[config.mk]
export PLATFORM = sky130hd
export DESIGN_NAME = ldb_fetch_flat
export DESIGN_NICKNAME = d
export VERILOG_FILES = /design/src/rtl/ldb_fetch_if.sv /design/src/rtl/ldb_fetch.sv /design/src/flat_wrapper.sv
export SDC_FILE = /design/constraint.sdc
export NUM_CORES = 1
export LEC_CHECK = 0
export BUFFER_PORTS_ARGS = -buffer_cell sky130_fd_sc_hd__buf_2
export CORE_AREA = 3 3 82 84
export DETAILED_ROUTE_END_ITERATION = 12
export DIE_AREA = 0 0 85 87
export GPL_TIMING_DRIVEN = 0
export PLACE_DENSITY = 0.89
export SETUP_SLACK_MARGIN = 0.5
export SLEW_MARGIN = 40
export SYNTH_ARGS = -nofsm -noshare
export SYNTH_HDL_FRONTEND = slang
export SYNTH_SLANG_ARGS = --single-unit
[constraint.sdc]
create_clock -name clk -period 1.59 [get_ports clk]
set_input_delay 0 -clock clk [delete_from_list [all_inputs] [get_ports clk]]
set_output_delay 0 -clock clk [all_outputs]
set_load 0.005 [all_outputs]
[src/rtl/ldb_fetch_if.sv]
// Bundles the command, memory and response ports of the byte-load fetch controller.
// slave = controller side, master = the environment that issues commands and models memory.
interface ldb_fetch_if #(
    parameter int ADDR_WIDTH = 32
) ();
    logic                  cmd_valid;
    logic                  cmd_ready;
    logic [ADDR_WIDTH-1:0] cmd_addr;
    logic                  cmd_signed;

    logic                  mem_req;
    logic [ADDR_WIDTH-1:0] mem_addr;
    logic                  mem_gnt;
    logic                  mem_rvalid;
    logic [31:0]           mem_rdata;

    logic                  rsp_valid;
    logic                  rsp_ready;
    logic [31:0]           rsp_word;
    logic [1:0]            rsp_sel;
    logic                  rsp_signed;
    logic                  rsp_err;

    modport slave (
        input  cmd_valid, cmd_addr, cmd_signed,
        output cmd_ready,
        output mem_req, mem_addr,
        input  mem_gnt, mem_rvalid, mem_rdata,
        output rsp_valid, rsp_word, rsp_sel, rsp_signed, rsp_err,
        input  rsp_ready
    );

    modport master (
        output cmd_valid, cmd_addr, cmd_signed,
        input  cmd_ready,
        input  mem_req, mem_addr,
        output mem_gnt, mem_rvalid, mem_rdata,
        input  rsp_valid, rsp_word, rsp_sel, rsp_signed, rsp_err,
        output rsp_ready
    );
endinterface

[src/rtl/ldb_fetch.sv]
// Byte-load fetch controller: one word-aligned read per command, one command in flight.
// Define LDB_FETCH_TIMEOUT_EN to flag loads the memory never answers after TIMEOUT_CYCLES.
module ldb_fetch #(
    parameter int ADDR_WIDTH     = 32,
    parameter int TIMEOUT_CYCLES = 255
) (
    input  logic          clk,
    input  logic          srst_n,
    ldb_fetch_if.slave    bus
);

    if (ADDR_WIDTH < 3) begin : g_bad_addr_width
        $error("ldb_fetch: ADDR_WIDTH must be >= 3");
    end
    if (TIMEOUT_CYCLES < 1) begin : g_bad_timeout
        $error("ldb_fetch: TIMEOUT_CYCLES must be >= 1");
    end

    typedef enum logic [1:0] {
        IDLE,
        REQ,
        WAIT,
        RSP
    } state_t;

    state_t                state;
    state_t                state_nxt;
    logic [ADDR_WIDTH-1:0] mem_addr_q;
    logic [31:0]           rsp_word_q;
    logic [1:0]            rsp_sel_q;
    logic                  rsp_signed_q;
    logic                  timeout_hit;

`ifdef LDB_FETCH_TIMEOUT_EN
    localparam int CNT_W = $clog2(TIMEOUT_CYCLES + 1);

    logic [CNT_W-1:0] wait_cnt;
    logic             rsp_err_q;

    // Fires on the last of TIMEOUT_CYCLES silent WAIT cycles; a same-cycle rvalid wins.
    assign timeout_hit = (state == WAIT) && !bus.mem_rvalid &&
                         (wait_cnt == CNT_W'(TIMEOUT_CYCLES - 1));

    always_ff @(posedge clk) begin
        if (!srst_n) begin
            wait_cnt <= '0;
        end else if (state == REQ && bus.mem_gnt) begin
            wait_cnt <= '0;
        end else if (state == WAIT && !bus.mem_rvalid) begin
            wait_cnt <= wait_cnt + 1'b1;
        end
    end

    always_ff @(posedge clk) begin
        if (!srst_n) begin
            rsp_err_q <= 1'b0;
        end else if (state == WAIT) begin
            if (bus.mem_rvalid) begin
                rsp_err_q <= 1'b0;
            end else if (timeout_hit) begin
                rsp_err_q <= 1'b1;
            end
        end
    end

    assign bus.rsp_err = rsp_err_q;
`else
    assign timeout_hit = 1'b0;
    assign bus.rsp_err = 1'b0;
`endif

    // NOTE: state and datapath registers use non-blocking assignments so every
    // flop samples pre-edge values regardless of process evaluation order.
    always_ff @(posedge clk) begin
        if (!srst_n) begin
            state <= IDLE;
        end else begin
            state <= state_nxt;
        end
    end

    // NOTE: state_nxt is defaulted before the case so no path leaves it
    // unassigned, which would otherwise infer a latch.
    always_comb begin
        state_nxt = state;
        case (state)
            IDLE: if (bus.cmd_valid)                   state_nxt = REQ;
            REQ:  if (bus.mem_gnt)                     state_nxt = WAIT;
            WAIT: if (bus.mem_rvalid || timeout_hit)   state_nxt = RSP;
            RSP:  if (bus.rsp_ready)                   state_nxt = IDLE;
            default:                                   state_nxt = IDLE;
        endcase
    end

    always_ff @(posedge clk) begin
        if (!srst_n) begin
            mem_addr_q   <= '0;
            rsp_word_q   <= '0;
            rsp_sel_q    <= '0;
            rsp_signed_q <= 1'b0;
        end else begin
            case (state)
                IDLE: begin
                    if (bus.cmd_valid) begin
                        mem_addr_q   <= {bus.cmd_addr[ADDR_WIDTH-1:2], 2'b00};
                        rsp_sel_q    <= bus.cmd_addr[1:0];
                        rsp_signed_q <= bus.cmd_signed;
                    end
                end
                WAIT: begin
                    if (bus.mem_rvalid) begin
                        rsp_word_q <= bus.mem_rdata;
                    end else if (timeout_hit) begin
                        rsp_word_q <= '0;
                    end
                end
                default: ;
            endcase
        end
    end

    // Only cmd_ready sees an input (srst_n) combinationally; the rest is state or flops.
    assign bus.cmd_ready  = srst_n & (state == IDLE);
    assign bus.mem_req    = (state == REQ);
    assign bus.mem_addr   = mem_addr_q;
    assign bus.rsp_valid  = (state == RSP);
    assign bus.rsp_word   = rsp_word_q;
    assign bus.rsp_sel    = rsp_sel_q;
    assign bus.rsp_signed = rsp_signed_q;

endmodule

[src/flat_wrapper.sv]
// flat-port wrapper written by rule: the top's interface ports become plain ports
module ldb_fetch_flat 
#(
    parameter int ADDR_WIDTH     = 32,
    parameter int TIMEOUT_CYCLES = 255
)
  (clk, srst_n, bus_cmd_valid, bus_cmd_addr, bus_cmd_signed, bus_cmd_ready, bus_mem_req, bus_mem_addr, bus_mem_gnt, bus_mem_rvalid, bus_mem_rdata, bus_rsp_valid, bus_rsp_word, bus_rsp_sel, bus_rsp_signed, bus_rsp_err, bus_rsp_ready);
  ldb_fetch_if #(.ADDR_WIDTH(ADDR_WIDTH)) bus_i ();
  input  logic clk;
  input  logic srst_n;
  input wire logic [$bits(bus_i.cmd_valid)-1:0] bus_cmd_valid;
  input wire logic [$bits(bus_i.cmd_addr)-1:0] bus_cmd_addr;
  input wire logic [$bits(bus_i.cmd_signed)-1:0] bus_cmd_signed;
  output wire logic [$bits(bus_i.cmd_ready)-1:0] bus_cmd_ready;
  output wire logic [$bits(bus_i.mem_req)-1:0] bus_mem_req;
  output wire logic [$bits(bus_i.mem_addr)-1:0] bus_mem_addr;
  input wire logic [$bits(bus_i.mem_gnt)-1:0] bus_mem_gnt;
  input wire logic [$bits(bus_i.mem_rvalid)-1:0] bus_mem_rvalid;
  input wire logic [$bits(bus_i.mem_rdata)-1:0] bus_mem_rdata;
  output wire logic [$bits(bus_i.rsp_valid)-1:0] bus_rsp_valid;
  output wire logic [$bits(bus_i.rsp_word)-1:0] bus_rsp_word;
  output wire logic [$bits(bus_i.rsp_sel)-1:0] bus_rsp_sel;
  output wire logic [$bits(bus_i.rsp_signed)-1:0] bus_rsp_signed;
  output wire logic [$bits(bus_i.rsp_err)-1:0] bus_rsp_err;
  input wire logic [$bits(bus_i.rsp_ready)-1:0] bus_rsp_ready;
  assign bus_i.cmd_valid = bus_cmd_valid;
  assign bus_i.cmd_addr = bus_cmd_addr;
  assign bus_i.cmd_signed = bus_cmd_signed;
  assign bus_cmd_ready = bus_i.cmd_ready;
  assign bus_mem_req = bus_i.mem_req;
  assign bus_mem_addr = bus_i.mem_addr;
  assign bus_i.mem_gnt = bus_mem_gnt;
  assign bus_i.mem_rvalid = bus_mem_rvalid;
  assign bus_i.mem_rdata = bus_mem_rdata;
  assign bus_rsp_valid = bus_i.rsp_valid;
  assign bus_rsp_word = bus_i.rsp_word;
  assign bus_rsp_sel = bus_i.rsp_sel;
  assign bus_rsp_signed = bus_i.rsp_signed;
  assign bus_rsp_err = bus_i.rsp_err;
  assign bus_i.rsp_ready = bus_rsp_ready;
  ldb_fetch #(.ADDR_WIDTH(ADDR_WIDTH), .TIMEOUT_CYCLES(TIMEOUT_CYCLES)) u_core (.clk(clk), .srst_n(srst_n), .bus(bus_i));
endmodule
## Word-level counts from Yosys, hierarchy flattened

Index checks and enable logic that the tools add are counted.

| cells by class | value |
|---|---|
| mux-type cells | 5 |
| shift-type cells | 0 |
| $add $sub $neg | 0 |
| eq/ne operators | 7 |
| bitwise operators | 1 |
| reductions and logical operators | 4 |
| magnitude comparators | 0 |
| multipliers | 0 |
| div/mod/pow operators | 0 |

Operator list:

| operator | count |
|---|---|
| 2-bit two-way mux | 4 |
| 2-bit one-hot mux with 4 select lines | 1 |
| 2-bit equality test (second input constant) | 2 |
| 2-bit by 1-bit inequality test with 1-bit output (second input constant) | 2 |
| 2-bit inequality test (second input constant) | 2 |
| 2-bit AND reduction | 2 |
| 4-bit AND reduction | 1 |
| 2-bit by 1-bit equality test with 1-bit output (second input constant) | 1 |
| 2-bit logical NOT | 1 |
| 1-bit bitwise AND | 1 |

| storage, ports and cells | value |
|---|---|
| memory bits (writable) | 0 |
| memories | 0 |
| output and inout bits | 71 |
| bits of input ports | 71 |
| latch bits | 0 |
| bits in registers | 67 |
| logic and storage cells | 22 |
| ROM bits | 0 |

## Depth between registers and ports, before layout

Gate-level depths: netlist (run 1).

| logic depth | value |
|---|---|
| depth in word-level cells | 3 |
| depth in mapped cells | 7 |
| depth with buffers taken out | 5 |

## Worst setup path after synthesis (run 1)

Ideal clock, no wire load.

| path | value |
|---|---|
| path kind | reg-to-reg |
| start point | register u_core.state[1] |
| end point | register u_core.state[0] |
| data arrival time | 1.291 ns |
| stages on the path, launching flop included | 6 |
| setup time | 0.072 ns |
| data required time | 1.518 ns |
| path buffers | 0 |
| slack | 0.227 ns |
| clock period less this slack | 1.363 ns |
| cells stage by stage | dfxtp_1 inv_1 ha_1 nor2b_4 a2111oi_4 mux2i_1 |

| between the ends | value |
|---|---|
| cells in the longest elaborated chain, start to end | 3 |
| elaborated cells on any way between the ends | 10 |
| classes of those cells | eq/ne: 7; mux: 1; reduce/logical: 2 |

Ends and longest elaborated chain:

| element | line | source |
|---|---|---|
| start, declared | ldb_fetch.sv:26 | `state_t state;` |
| start signal, assigned | ldb_fetch.sv:78 | `state <= state_nxt;` |
| 2-bit by 1-bit equality test with 1-bit output * | n/a |  |
| via bus_mem_req | flat_wrapper.sv:15 | `output wire logic [$bits(bus_i.mem_req)-1:0] bus_mem_req;` |
| 2-bit by 1-bit inequality test with 1-bit output (no line) | n/a |  |
| 4-bit AND reduction (no line) | n/a |  |

Mark *: on every way through the listed nets, which the timed path passes. The rest lies on a longest branch.
A chain may end at the register's enable or synchronous reset.

## Worst setup path in the final report (run 1)

| path | value |
|---|---|
| start point | register u_core.state[0] |
| end point | register u_core.state[0] |

| between the ends | value |
|---|---|
| cells in the longest elaborated chain, start to end | 3 |
| elaborated cells on any way between the ends | 10 |
| classes of those cells | eq/ne: 7; mux: 1; reduce/logical: 2 |

Ends and longest elaborated chain:

| element | line | source |
|---|---|---|
| 2-bit equality test (tied with other cells) | ldb_fetch.sv:86 | `case (state)` |
| 2-bit by 1-bit inequality test with 1-bit output (no line) or 2-bit inequality test (tied branches) | n/a |  |
| 4-bit AND reduction (no line) | n/a |  |

Parallel ways exist; a longest one is shown, timed or not.

==> results of run 1 <==
==> area by class of cell <==
class / count / area [sq um]
Sequential cell: 67 / 1349
Multi-Input combinational cell: 217 / 1448
Clock buffer: 10 / 127.6
Buffer: 24 / 222.7
Timing Repair Buffer: 216 / 1549
Tap cell: 75 / 93.84
Clock inverter: 5 / 31.28
Fill cell: 362 / 1154
Inverter: 3 / 16.27
==> worst max-delay path by stage <==
| stage | startpoint | to | slack (ns) | cells after the start |
|---|---|---|---|---|
| floorplan | u_core.state[0] | u_core.state[0] | 0.30 | 5 |
| global placement | u_core.state[0] | u_core.bus.mem_addr[31] | 0.18 | 6 |
| detailed placement | u_core.state[0] | u_core.bus.mem_addr[10] | 0.11 | 6 |
| CTS | u_core.state[0] | u_core.state[0] | 0.15 | 5 |
| global route | u_core.state[0] | u_core.bus.rsp_word[22] | 0.11 | 8 |
| finish | u_core.state[0] | u_core.state[0] | 0.16 | 5 |
==> metrics by stage <==
step	power, mW	hold WS [ns]	std cells
finish	5.796	0.04787	617
global route	6.113	0.07240	617
CTS	5.488	0.04369	613
detailed placement	3.583	0.2462	523
global placement	3.528	0.2390	523
floorplan	3.034	0.1348	311
==> critical path: cells and delay by family, from the launching register on <==
family,cells,cell delay [ns]
buffers and inverters,1,0.05
AOI/OAI and AO/OA,1,0.41
adders and majority gates,1,0.15
muxes,1,0.23
and+or+nand+nor,1,0.12
DFF,1,0.38
==> cells in the final DEF, fill, tap and decap left out, drive strengths merged <==
cell type,Yosys,layout
a2111oi,1,1
a21boi,65,65
and2,3,3
buf,17,167
clkbuf,7,18
clkinv,0,4
clkinvlp,0,1
conb,1,3
dfxtp,67,67
dlygate4sd3,0,65
ha,4,4
inv,3,3
mux2i,2,2
nand2,135,135
nor2b,3,3
o21ai,1,1
==> report_power, final <==
group	switching, mW	internal (mW)	total, mW
sequential	0.164	1.95	2.12
combinational	1.15	1.34	2.49
clock	0.637	0.552	1.19
==> state kept, by name, indices dropped and copies added, names as in the netlist <==
name and cells:
u_core.bus.rsp_sel 2, u_core.state 2, u_core.bus.mem_addr 30, u_core.bus.rsp_signed 1
u_core.bus.rsp_word 32
==> timing repair <==
item / in CTS / in global routing
hold buffers: 65 / 0
setup buffers: 3 / 4
cloned: 7 / 0
setup endpoints to repair: 69 / 69
pin swaps: 50 / 23
resized for setup: 83 / 44
endpoints found under the hold margin: 65 / 0
==> cells by family after synthesis <==
group / after synthesis / share of synthesized area [%]
buffers and inverters: 27 / 6.605
adder cells (fa/ha/maj): 4 / 1.874
other: 1 / 0.1404
flip-flops: 67 / 50.21
multiplexers: 2 / 0.7494
AO/OA/AOI/OAI: 67 / 19.48
AND/OR/NAND/NOR: 141 / 20.94
==> per-layer routing <==
layer	up-vias	track usage [%]	share of wire, %
li1	1440	-	-
met4	0	15.11	4.5
met3	38	5.298	5.0
met1	1381	24.85	36
met2	125	48.02	54
met5	-	0	0
==> results.ini, run 1 <==
[timing]
period_share_pct = 89.71
setup_viol = 0
tns_ns = 0
final-max-slew-violation-count = 0
rsz0062_at_grt = yes
fin_skew_ns = 0.009938
setup_ws_ns = 0.1637
fin_crit_ns = 1.426
hold_viol = 0
fmax_mhz = 701.1

[synthesis]
yosys.area.top_type = dfxtp_1
synth_flop_cell = dfxtp_1
synth_area_sq_um = 2671
synth_most_common_cell = nand2_1
synth_cell_type_count = 17
synthCells = 309
synth.top_cell.area_share_pct = 50.21
synthTopCellsByArea = dfxtp_1 50%, nand2_1 19%, a21boi_1 17%, buf_6 3.0%, ha_1 1.9%
synth_common_cells = 135 x nand2_1, 67 x dfxtp_1, 60 x a21boi_1
ys_warn_count = 0
synth_seq_cells = 67
syn_avg_cell_area_sq_um = 8.645
synthArstFlopShare_pct = 0
ys_seq_area_share_pct = 50.21
synth-edff-count = 0

[worst_setup_path]
regToRegStartpoint = u_core.state[0]
cp_max_fo = 4
arrival_ns = 1.67
reg2reg_slack_ns = 0.16
rr_endpoint = u_core.state[0]
r2r_cells = 5
critical-path-max-stage-delay_ns = 0.41
path_cells = inv_4 > ha_4 > nor2b_4 > a2111oi_4 > mux2i_1
crit_type = flop to flop
end_kind = flop
slowest_stage = a2111oi_4
startpoint_type = flop
crit_required_ns = 1.84

[cts]
numClockSinks = 67
clock_latency_ns = 0.33
cts_tree = yes
clkTransAtPathRegs_ns = 0.07
cts-root-buf = clkbuf_8
cts_max_level = 3
cts_made_buffers = 9
cts.path.max_buffers = 2

[floorplanning]
initial_core_util_pct = 44.59
dieHeight_um = 87
ios = 142
die_w_um = 85
die_area_sq_um = 7395
num_rows = 28
core_area_sq_um = 5991

[drt]
via_per_inst = 4.836
drc = 0
post_drt_wl_per_cell_um = 15.77
drt_pass1_iterations = 4
route.vias.total = 2984
wirelength_um = 9733
ant_nets = 0
drtIter0Drc = 98

[pwr]
leakage_nw = 2.243
peakVddDrop_v = 0.0008296
power-per-cell-area_nw_per_um2 = 1198

[grt]
grt_max_degree = 12
first_global_vias = 3125
grt_pass1_wl_um = 14680
track_usage_pct = 25.21
grt_overflow = 0
antenna_found_initial = 0

[worst_hold_path]
min_from = srst_n
holdPathEnd = u_core.bus.mem_addr[27]
whs_path_depth = 2
hold_path_class = input port to flop

[final_layout]
n_antenna_cell = 0
area_delta_synth_final_pct = 81.08
nNetsFinal = 613
design_area_sq_um = 4837
layout-drive-gt1-share_pct = 47.97
postLayoutCoreUtil_pct = 80.74

[job]
max_cap_violations = 0

[placement]
post-place-ws_ns = 0.1125
globalplace.congestion = 0.7488
placed_cell_area_sq_um = 3476
dpl.hpwl_um = 5045
port_buffers = 137

[outcome]
status = complete, no violations

No activity file was read; power rests on OpenSTA's default activity.
==> run 2, diff against run 1 <==
--- a/config.mk
+++ b/config.mk
@@ -5,12 +5,13 @@
 export SDC_FILE = /design/constraint.sdc
 export NUM_CORES = 1
 export LEC_CHECK = 0
+export ABC_AREA = 1
 export BUFFER_PORTS_ARGS = -buffer_cell sky130_fd_sc_hd__buf_2
-export CORE_AREA = 3 3 82 84
+export CORE_AREA = 3 3 80 82
 export DETAILED_ROUTE_END_ITERATION = 12
-export DIE_AREA = 0 0 85 87
+export DIE_AREA = 0 0 83 85
 export GPL_TIMING_DRIVEN = 0
-export PLACE_DENSITY = 0.89
+export PLACE_DENSITY = 0.88
 export SETUP_SLACK_MARGIN = 0.5
 export SLEW_MARGIN = 40
 export SYNTH_ARGS = -nofsm -noshare
==> constraint.sdc (replaced) <==
create_clock -name clk -period 1.53 [get_ports clk]
set_input_delay 0 -clock clk [delete_from_list [all_inputs] [get_ports clk]]
set_output_delay 0 -clock clk [all_outputs]
set_load 0.005 [all_outputs]
==> run 2 against run 1 <==
  * Sequential share of layout area is 1.1 points higher
  * Routed wire length is 7.6% lower
  * Non-clock buffer count is 8 lower
  * Clock skew is 0.0027 ns lower
  * Critical endpoint is now u_core.bus.mem_addr[16]
  * Largest power group unchanged
  * Highest routed layer unchanged
==> results.ini, run 2 <==
[synthesis]
synth_common_cells = 136 x nor2_1, 67 x dfxtp_1, 55 x o21ai_0
yosys.area_share.xor_xnor_pct = 0  ; unchanged
yosys.area_share.simple_pct = 22.89  ; +2.0 points
synthCells = 318  ; +2.9%
synth-edff-count = 0  ; unchanged
yosys.area.top_type = dfxtp_1
syn_avg_cell_area_sq_um = 7.751  ; -10%
synth-compound-area-share_pct = 13.20  ; -6.3 points
synth_most_common_cell = nor2_1
synth_cell_type_count = 16  ; -1
synthAdderAreaFrac_pct = 2.030  ; +0.16 points
synthTopCellsByArea = dfxtp_1 54%, nor2_1 21%, o21ai_0 11%, buf_4 2.1%, ha_1 2.0%
ys_warn_count = 0  ; unchanged
synth_flop_cell = dfxtp_1
synth.mux.area_fraction_pct = 0  ; -0.75 points
synth.top_cell.area_share_pct = 54.42  ; +4.2 points
ys_seq_area_share_pct = 54.42  ; +4.2 points
synth_seq_cells = 67  ; unchanged
synthArstFlopShare_pct = 0  ; unchanged
synth_area_sq_um = 2465  ; -7.7%
synth_top_family_by_area = simple AND/OR/NAND/NOR gates

[grt]
antenna_found_initial = 0  ; unchanged
first_global_vias = 2955  ; -5.4%
grt_overflow = 0  ; unchanged
track_usage_pct = 23.87  ; -1.3 points
grt_max_degree = 11  ; -1
grt_pass1_wl_um = 13520  ; -7.9%

[drt]
dr_wl_met3_um = 501  ; +3.1%
route.vias.total = 2990  ; +0.20%
post_drt_wl_per_cell_um = 14.49  ; -8.1%
drt_pass1_iterations = 4  ; unchanged
dr_wl_met2_um = 4840  ; -8.1%
ant_nets = 0  ; unchanged
wirelength_um = 8998  ; -7.6%
drc = 0  ; unchanged
top_layer = met4
via_per_inst = 4.815  ; -0.44%
wl_met1_um = 3328  ; -6.1%
drtIter0Drc = 136  ; +39%

[worst_hold_path]
min_from = srst_n
whs_path_depth = 3  ; +1
hold_path_class = input port to flop

[floorplanning]
die_w_um = 83  ; -2.4%
initial_core_util_pct = 42.38  ; -2.2 points
ios = 142  ; unchanged
num_rows = 28  ; unchanged
dieHeight_um = 85  ; -2.3%
die_area_sq_um = 7055  ; -4.6%
core_area_sq_um = 5816  ; -2.9%

[placement]
globalplace.congestion = 0.7816  ; +4.4%
dpl.hpwl_um = 4952  ; -1.8%
port_buffers = 137  ; unchanged

[worst_setup_path]
r2r_cells = 7  ; +2
end_kind = flop
arrival_ns = 1.44  ; -0.23 ns
cp_max_fo = 10  ; +6
startpoint = u_core.state[1]
crit_type = flop to flop
crit_required_ns = 1.74  ; -0.10 ns
regToRegStartpoint = u_core.state[1]
startpoint_type = flop

[timing]
fin_skew_ns = 0.007237  ; -0.002701 ns
hold_ws_ns = 0.07867  ; +0.03080 ns
rsz0062_at_grt = yes
fmax_mhz = 818.1  ; +17%
fin_crit_ns = 1.222  ; -0.2039 ns
relSlewSlack_pct = 63.27
final-max-slew-violation-count = 0  ; unchanged
worst_slew_pin_slew_ns = 0.5510
hold_viol = 0  ; unchanged
period_share_pct = 79.90  ; -9.8 points
setup_viol = 0  ; unchanged
tns_ns = 0  ; unchanged

[cts]
numClockSinks = 67  ; unchanged
cts.path.max_buffers = 2  ; unchanged
clkTransAtPathRegs_ns = 0.06  ; about the same
clock_latency_ns = 0.33  ; about the same
cts-root-buf = clkbuf_8
cts_max_level = 3  ; unchanged
cts_tree = yes
cts_made_buffers = 9  ; unchanged

[final_layout]
layout-drive-gt1-share_pct = 47.44  ; -0.53 points
n_antenna_cell = 0  ; unchanged
largest_reg_flops = 32  ; unchanged
final_common_cell = buf_2
nNetsFinal = 616  ; +0.49%
area_delta_synth_final_pct = 88.73
final_cell_mix = 140 x buf_2, 86 x nor2_1, 66 x dlygate4sd3_1

[job]
max_cap_violations = 0  ; unchanged

[pwr]
leakage_nw = 2.224  ; -0.84%
peakVddDrop_v = 0.0009695  ; +17%
power-per-cell-area_nw_per_um2 = 1371  ; +14%

[outcome]
status = complete, no violations

-- run 2: changes by cell type in the layout (fill, tap and decap cells not counted), moves of 17 or more --
cell      change
nor2_1       +86
nand2_1      -81
a21boi_1     -45
o21ai_1      +43
nor2_2       +33
nand2_2      -30
o21ai_2      +20
a21boi_2     -19
nor2_4       +17
-- run 2: what timing repair did --
| item | in CTS | in global routing |
|---|---|---|
| gates resized for setup | 95 | 59 |
| setup endpoints to repair | 68 | 70 |
| pin swaps | 10 | 12 |
| setup buffers | 1 | 2 |
| cloned | 3 | 1 |
| hold buffers | 66 | 0 |
| hold endpoints to repair | 67 | 0 |
-- run 2: final timing paths --
check                       endpoint  slack, ns
max          u_core.bus.mem_addr[16]       0.31
min          u_core.bus.mem_addr[22]       0.08
max reg2reg  u_core.bus.mem_addr[16]       0.31
min reg2reg   u_core.bus.rsp_word[3]       0.48
-- run 2: cell type report --
class,instances,area (sq um)
clock inverter,3,15.01
fill,366,1164
tap,75,93.84
sequential,67,1349
inverter,10,67.56
clock buffer,13,138.9
timing repair buffer,210,1436
buffer,22,252.7
multi-input combinational,221,1299
-- run 2: stage by stage --
stage	setup WS [ns]	power (mW)	area [sq um]	util, %	cells
after floorplan	0.4243	3.545	2551	-	320
after global placement	0.3186	4.201	3331	57.27	532
after detailed placement	0.2487	4.299	3331	57.27	532
after CTS	0.3478	6.047	4459	76.68	618
after global routing	0.2421	6.786	4652	79.99	621
final	0.3076	6.377	4652	79.99	621
-- run 2: power breakdown --
group / internal (mW) / switching, mW
sequential: 2.20 / 0.341
clock: 0.583 / 0.624
combinational: 1.34 / 1.29
total: 4.12 / 2.26
-- run 2: worst max-delay path, stage by stage (launching register included) --
cell	delay (ns)
dfxtp_4	0.39
inv_4	0.05
ha_4	0.18
nand2_8	0.11
clkinv_8	0.08
buf_8	0.15
nor2_1	0.09
nor2_1	0.07
-- run 2: kinds of logic after synthesis --
group                      after synthesis
and+or+nand+nor                        149
other                                    1
buffers and inverters                   32
AOI/OAI and AO/OA                       65
DFF                                     67
adders and majority gates                4
-- run 2: layer usage --
layer	vias up	track usage, %
li1	1448	-
met1	1384	23.95
met2	126	44.68
met3	32	5.825
met4	0	13.97
met5	-	0
